[config.mk]
export PLATFORM = sky130hd
export DESIGN_NAME = pipe_stage_buf
export DESIGN_NICKNAME = d
export VERILOG_FILES = /design/src/rtl/pipe_stage_buf.sv
export SDC_FILE = /design/constraint.sdc
export NUM_CORES = 1
export LEC_CHECK = 0
export CORE_MARGIN = 1.5
export CORE_UTILIZATION = 50
export DETAILED_ROUTE_END_ITERATION = 10
export GPL_TIMING_DRIVEN = 0
export PLACE_DENSITY = 0.93
export SLEW_MARGIN = 0
export SYNTH_ARGS = -nofsm -noshare
export SYNTH_HDL_FRONTEND = slang
export SYNTH_SLANG_ARGS = --single-unit
[constraint.sdc]
create_clock -name clock -period 11.35 [get_ports clock]
set_input_delay 2.8375 -clock clock [delete_from_list [all_inputs] [get_ports clock]]
set_output_delay 2.8375 -clock clock [all_outputs]
set_load 0.01 [all_outputs]
[src/rtl/pipe_stage_buf.sv]
// Elastic pipeline stage: DEPTH-entry circular buffer with valid/ready on both sides,
// flush, a programmable bubble payload, and saturating stall/bubble counters.
module pipe_stage_buf #(
    parameter int                 WIDTH        = 64,
    parameter int                 DEPTH        = 2,
    parameter logic [WIDTH-1:0]   BUBBLE_VALUE = '0,
    parameter int                 CNT_W        = 32
) (
    input  logic                         clock,
    input  logic                         reset,
    input  logic                         flush,
    input  logic                         in_valid,
    output logic                         in_ready,
    input  logic [WIDTH-1:0]             in_data,
    output logic                         out_valid,
    input  logic                         out_ready,
    output logic [WIDTH-1:0]             out_data,
    output logic [$clog2(DEPTH+1)-1:0]   count,
    output logic [CNT_W-1:0]             stall_cycles,
    output logic [CNT_W-1:0]             bubble_cycles
);

    localparam int CW = $clog2(DEPTH + 1);
    localparam int PW = (DEPTH > 1) ? $clog2(DEPTH) : 1;

    logic [WIDTH-1:0] r_mem [DEPTH];
    logic [PW-1:0]    r_rd_ptr;
    logic [PW-1:0]    r_wr_ptr;
    logic [CW-1:0]    r_count;
    logic [CNT_W-1:0] r_stall;
    logic [CNT_W-1:0] r_bubble;

    logic w_in_ready;
    logic w_out_valid;
    logic w_push;
    logic w_pop;

    // Handshake: a transfer happens on an edge where valid && ready; ready never
    // looks at valid, and in_ready is a function of the registered count only,
    // so a full stage refuses a push even while its head is being popped.
    assign w_in_ready  = (r_count != CW'(DEPTH));
    assign w_out_valid = (r_count != '0);
    assign w_push      = in_valid && w_in_ready;
    assign w_pop       = w_out_valid && out_ready;

    // Modulo-DEPTH increment; works for any DEPTH, not just powers of two.
    function automatic logic [PW-1:0] next_ptr(input logic [PW-1:0] p);
        return (p == PW'(DEPTH - 1)) ? '0 : p + PW'(1);
    endfunction

    always_ff @(posedge clock) begin
        if (w_push && !flush && !reset) begin
            r_mem[r_wr_ptr] <= in_data;
        end
    end

    always_ff @(posedge clock) begin
        if (reset || flush) begin
            r_rd_ptr <= '0;
            r_wr_ptr <= '0;
            r_count  <= '0;
        end else begin
            if (w_push) begin
                r_wr_ptr <= next_ptr(r_wr_ptr);
            end
            if (w_pop) begin
                r_rd_ptr <= next_ptr(r_rd_ptr);
            end
            r_count <= r_count + CW'(w_push) - CW'(w_pop);
        end
    end

    // Counters survive flush and stick at all-ones instead of wrapping.
    always_ff @(posedge clock) begin
        if (reset) begin
            r_stall  <= '0;
            r_bubble <= '0;
        end else begin
            if (w_out_valid && !out_ready && (r_stall != '1)) begin
                r_stall <= r_stall + CNT_W'(1);
            end
            if (!w_out_valid && out_ready && (r_bubble != '1)) begin
                r_bubble <= r_bubble + CNT_W'(1);
            end
        end
    end

    assign in_ready      = w_in_ready;
    assign out_valid     = w_out_valid;
    assign out_data      = w_out_valid ? r_mem[r_rd_ptr] : BUBBLE_VALUE;
    assign count         = r_count;
    assign stall_cycles  = r_stall;
    assign bubble_cycles = r_bubble;

endmodule
Yosys cells after proc, flatten, opt, wreduce, memory -nomap -nowiden --
Memories as Yosys holds them, arrays and structs flattened. A register that Yosys moved wholly into a read port is not among the register bits. Index checks and enable logic that the tools add are counted.
Word-level totals: register bits 68, memory bits (writable) 128, input port bits 69, output and inout bits 132, word-level logic and storage cells 36, memories 1
Operators by class: add/sub/neg operators 6, eq/ne operators 3, mux-type cells 7, reduce and logical (&&, ||, !) cells 14
Memory list:
- r_mem | words 2, width 64, read ports 1, clocked after Yosys merged registers in 1, wr ports 1, line 26 | logic [WIDTH-1:0] r_mem [DEPTH];
Operators by type and width (number):
- $add A32 B1 Y32 const B | 2
- $mux W64 | 1
- $ne A32 B32 Y1 const B | 2
- $logic_and A1 B1 Y1 | 8
- $mux W1 | 6
- $logic_not A1 Y1 | 4
- $add A1 B1 Y1 const B | 2
- $add A2 B1 Y2 | 1
- $ne A2 B2 Y1 const B | 1
- $reduce_bool A2 Y1 | 1
- $sub A2 B1 Y2 | 1
- $logic_or A1 B1 Y1 | 1

Logic depth before layout (Yosys ltp) --
depth after elaboration 6, depth in mapped cells 9, gate-level depth less buffers 9

Least setup slack after synthesis --
Ideal clock, no wire load.
kind input -> register, start input port reset, end memory r_mem[1][0] (enable), library setup time 665 ps, arrival time 9846 ps, required time 10685 ps, slack 839 ps, stages 3, buffers on the path 2, cells stage by stage clkbuf_1 clkbuf_1 nor4b_1
On the way: word-level cells in the longest chain between the ends 4
Ends and longest elaborated chain:
- start, declared | line 10 | input logic reset,
- $logic_not A1 Y1 | line 52 | if (w_push && !flush && !reset) begin
- $logic_and A1 B1 Y1 | line 52
- $mux W1 | line 52
- $mux W1 (not written as such) | line 53 | r_mem[r_wr_ptr] <= in_data;
- end, declared | line 26
Every way passes these cells.

==> flow_metrics.env <==
export IMPL_clock_sinks=197
export IMPL_grt_max_degree=19
export IMPL_wl_per_cell_um=18.1
export IMPL_ys_ff_latch=197
export IMPL_critPathKind="reg -> out"
export IMPL_overflow=0
export IMPL_critPathSlowestCell="clkbuf_1"
export IMPL_yosys_most_used_dff="edfxtp_1"
export IMPL_wl_mm=20.7
export IMPL_io_pins=201
export IMPL_slew_viol_final=0
export IMPL_hpwlAfterDp_mm=14.9
export IMPL_io_buffers=200
export IMPL_start_util_pct=51.6
export IMPL_synth_cell_types=49
export IMPL_core_rowCount=46
export IMPL_synth_common_cells="128 x edfxtp_1, 101 x nor2_1, 69 x dfxtp_1"
export IMPL_route_detailed_drc=0
export IMPL_period_minus_slack_ns=5.73
export IMPL_avgSynthCellArea_um2=12.1
export IMPL_rsz0062_at_grt="false"
export IMPL_syn_nets=754
export IMPL_cts_setup_buffers=0
export IMPL_min_period_over_period_pct=50.5
export IMPL_num_vias=6410
export IMPL_synth_area_leader_cell="edfxtp_1"
export IMPL_path_buf_inv=3
export IMPL_path_delay_family="buffers and inverters"
export IMPL_synth_most_common_cell="edfxtp_1"
export IMPL_drive_above_1_share_pct=7.62
export IMPL_crit_arrival_ns=2.89
export IMPL_dieHeight_um=131
export IMPL_die_w_um=131
export IMPL_cts_buffers=17
export IMPL_path_cells="clkbuf_1 > clkbuf_1 > mux2i_1 > nor2_1 > clkdlybuf4s50_1"
export IMPL_cts_max_path_buffers=2
export IMPL_clock_tree_root_cell="clkbuf_16"
export IMPL_yosys_warnings=0
export IMPL_area_growth_pct=36.5
export IMPL_worst_pin_slew_ns=0.984
export IMPL_synth_area_leaders="edfxtp_1 47%, dfxtp_1 17%, mux2i_1 8.0%"
export IMPL_irDropWorstVdd_mv=0.0976
export IMPL_grt_pass1_vias=6264
export IMPL_antenna_found_initial=0
export IMPL_place_congestion=0.840
export IMPL_n_antenna_cell=0
export IMPL_maxCapViolCount=0
export IMPL_critPathMaxStageDelay_ns=0.65
export IMPL_end_kind="output pin"
export IMPL_path_max_fanout=10
export IMPL_skew_ns=0.00948
export IMPL_htreeDepth=4
export IMPL_r2r_cells=8
export IMPL_power_density_nw_per_um2=132
export IMPL_cp_start_kind="flip-flop"
export IMPL_crit_reg2reg_launch="count[0]$_SDFF_PP0_"
export IMPL_synth_top_area_share_pct=46.6
export IMPL_cts_repair_resized=0
export IMPL_vias_per_cell=5.58
export IMPL_cp_common_cell="clkbuf_1"
export IMPL_dieArea_um2=17300
export IMPL_grt_usage_pct=23.8
export IMPL_holdBufCountCts=0
export IMPL_static_leakage_power_nw=3.58
export IMPL_post_route_util_pct=70.4
export IMPL_hp_class="reg -> reg"
export IMPL_clk_latency_ns=0.43
export IMPL_tns_ns=0
export IMPL_cp_num_cells=5
export IMPL_ant_nets=0
export IMPL_drt_pass1_iterations=5
export IMPL_whs_ns=0.497
export IMPL_nNetsFinal=992
export IMPL_drt_initial_drc_count=335
export IMPL_cts_tree="done"
export IMPL_fmax_mhz=175
export IMPL_clkTransAtPathRegs_ns=0.08
export IMPL_finalHoldViolCount=0
export IMPL_grt_pass1_wl_mm=32.8
export IMPL_synth_edff_count=128
export IMPL_core_um2=16000
export IMPL_synth_seq_area_share_pct=63.3
export IMPL_synth_area_um2=8250
export IMPL_cp_data_required_time_ns=8.51
export IMPL_status="finished, final reports clean"
export IMPL_reg2reg_to="r_mem[1][48]$_DFFE_PP_"
export IMPL_setup_viol=0
export IMPL_slew_headroom_pct=33.9
export IMPL_synth_cells=681
export IMPL_crit_path_end="out_data[48]"
export IMPL_reg2reg_slack_ns=8.57
export IMPL_ys_async_sr_fraction_pct=0
export IMPL_total_power_mw=1.49
-- through the flow --
step | instance area, um^2 | cells | worst slack, ns
2_1_floorplan | 8250 | 681 | 0.839
3_3_place_gp | 10500 | 1097 | -3.47
3_5_place_dp | 10700 | 1116 | 5.27
4_1_cts | 11300 | 1148 | 5.56
5_1_grt | 11300 | 1148 | 5.43
6_report | 11300 | 1148 | 5.62
-- placed cells by master (no fill, tap or decap), types with 9 or more instances in the layout --
| cell | n |
|---|---|
| dfxtp_1 | 69 |
| nor2b_1 | 10 |
| o21ai_1 | 9 |
| mux2i_1 | 66 |
| nor2_1 | 101 |
| nand3_1 | 21 |
| o21ai_0 | 18 |
| o31ai_1 | 11 |
| inv_1 | 12 |
| nand4_1 | 20 |
| or3_1 | 24 |
| xor2_1 | 11 |
| clkbuf_1 | 22 |
| a21oi_1 | 35 |
| or4_1 | 13 |
| clkdlybuf4s50_1 | 200 |
| edfxtp_1 | 128 |
| buf_4 | 15 |
| clkbuf_16 | 17 |
| nand2_1 | 23 |
| nor3_1 | 10 |
-- worst register-to-register path, stage by stage, from the launching register on --
cell,delay [ns]
dfxtp_1,0.43
nand2b_1,0.16
nand2_1,0.17
nor4b_2,0.81
buf_6,0.24
buf_4,0.16
buf_4,0.17
buf_4,0.20
buf_6,0.15
-- logic make-up after synthesis --
logic type                 after synthesis  share of synthesized area [%]
and+or+nand+nor                        257                           16.0
DFF                                    197                           63.3
AOI/OAI and AO/OA                       87                           6.45
muxes                                   76                           9.46
buffers and inverters                   43                           2.32
xor gates and xnor gates                17                           1.80
adders and majority gates                4                          0.607
-- area by class of cell --
type                            instances  area, um^2
Fill cell                            1105        4740
Inverter                               12        45.0
Buffer                                 31         146
Timing Repair Buffer                  219        2160
Sequential cell                       197        5230
Clock inverter                         14         141
Tap cell                              216         270
Clock buffer                           18         429
Multi-Input combinational cell        441        2850
-- how the worst min path moves through the flow --
stage / start / to / cells past startpoint
global placement: stall_cycles[5]$_SDFFE_PP0P_ / stall_cycles[5]$_SDFFE_PP0P_ / 2
detailed placement: bubble_cycles[31]$_SDFFE_PP0P_ / bubble_cycles[31]$_SDFFE_PP0P_ / 2
floorplan: bubble_cycles[23]$_SDFFE_PP0P_ / bubble_cycles[23]$_SDFFE_PP0P_ / 2
CTS: bubble_cycles[31]$_SDFFE_PP0P_ / bubble_cycles[31]$_SDFFE_PP0P_ / 2
finish: bubble_cycles[31]$_SDFFE_PP0P_ / bubble_cycles[31]$_SDFFE_PP0P_ / 2
global route: stall_cycles[19]$_SDFFE_PP0P_ / stall_cycles[19]$_SDFFE_PP0P_ / 2
-- state kept, by name (all words and copies together), names as in the netlist, named ones only --
register	cells
bubble_cycles	32
count	2
r_mem	128
r_rd_ptr	1
r_wr_ptr	1
stall_cycles	32
-- layer usage --
| layer | wire length (um) | track usage, % |
|---|---|---|
| met4 | 362 | 7.28 |
| met5 | 0 | 0 |
| met2 | 10600 | 42.4 |
| met3 | 1610 | 4.86 |
| met1 | 8230 | 29.1 |
-- where the power goes --
group | leakage [nW] | switching [mW] | internal [mW]
combinational | 1.59 | 0.0597 | 0.0649
sequential | 1.72 | 0.00516 | 0.774
clock | 0.273 | 0.275 | 0.310
total | 3.58 | 0.340 | 1.15
No activity file was read; power rests on OpenSTA's default activity.
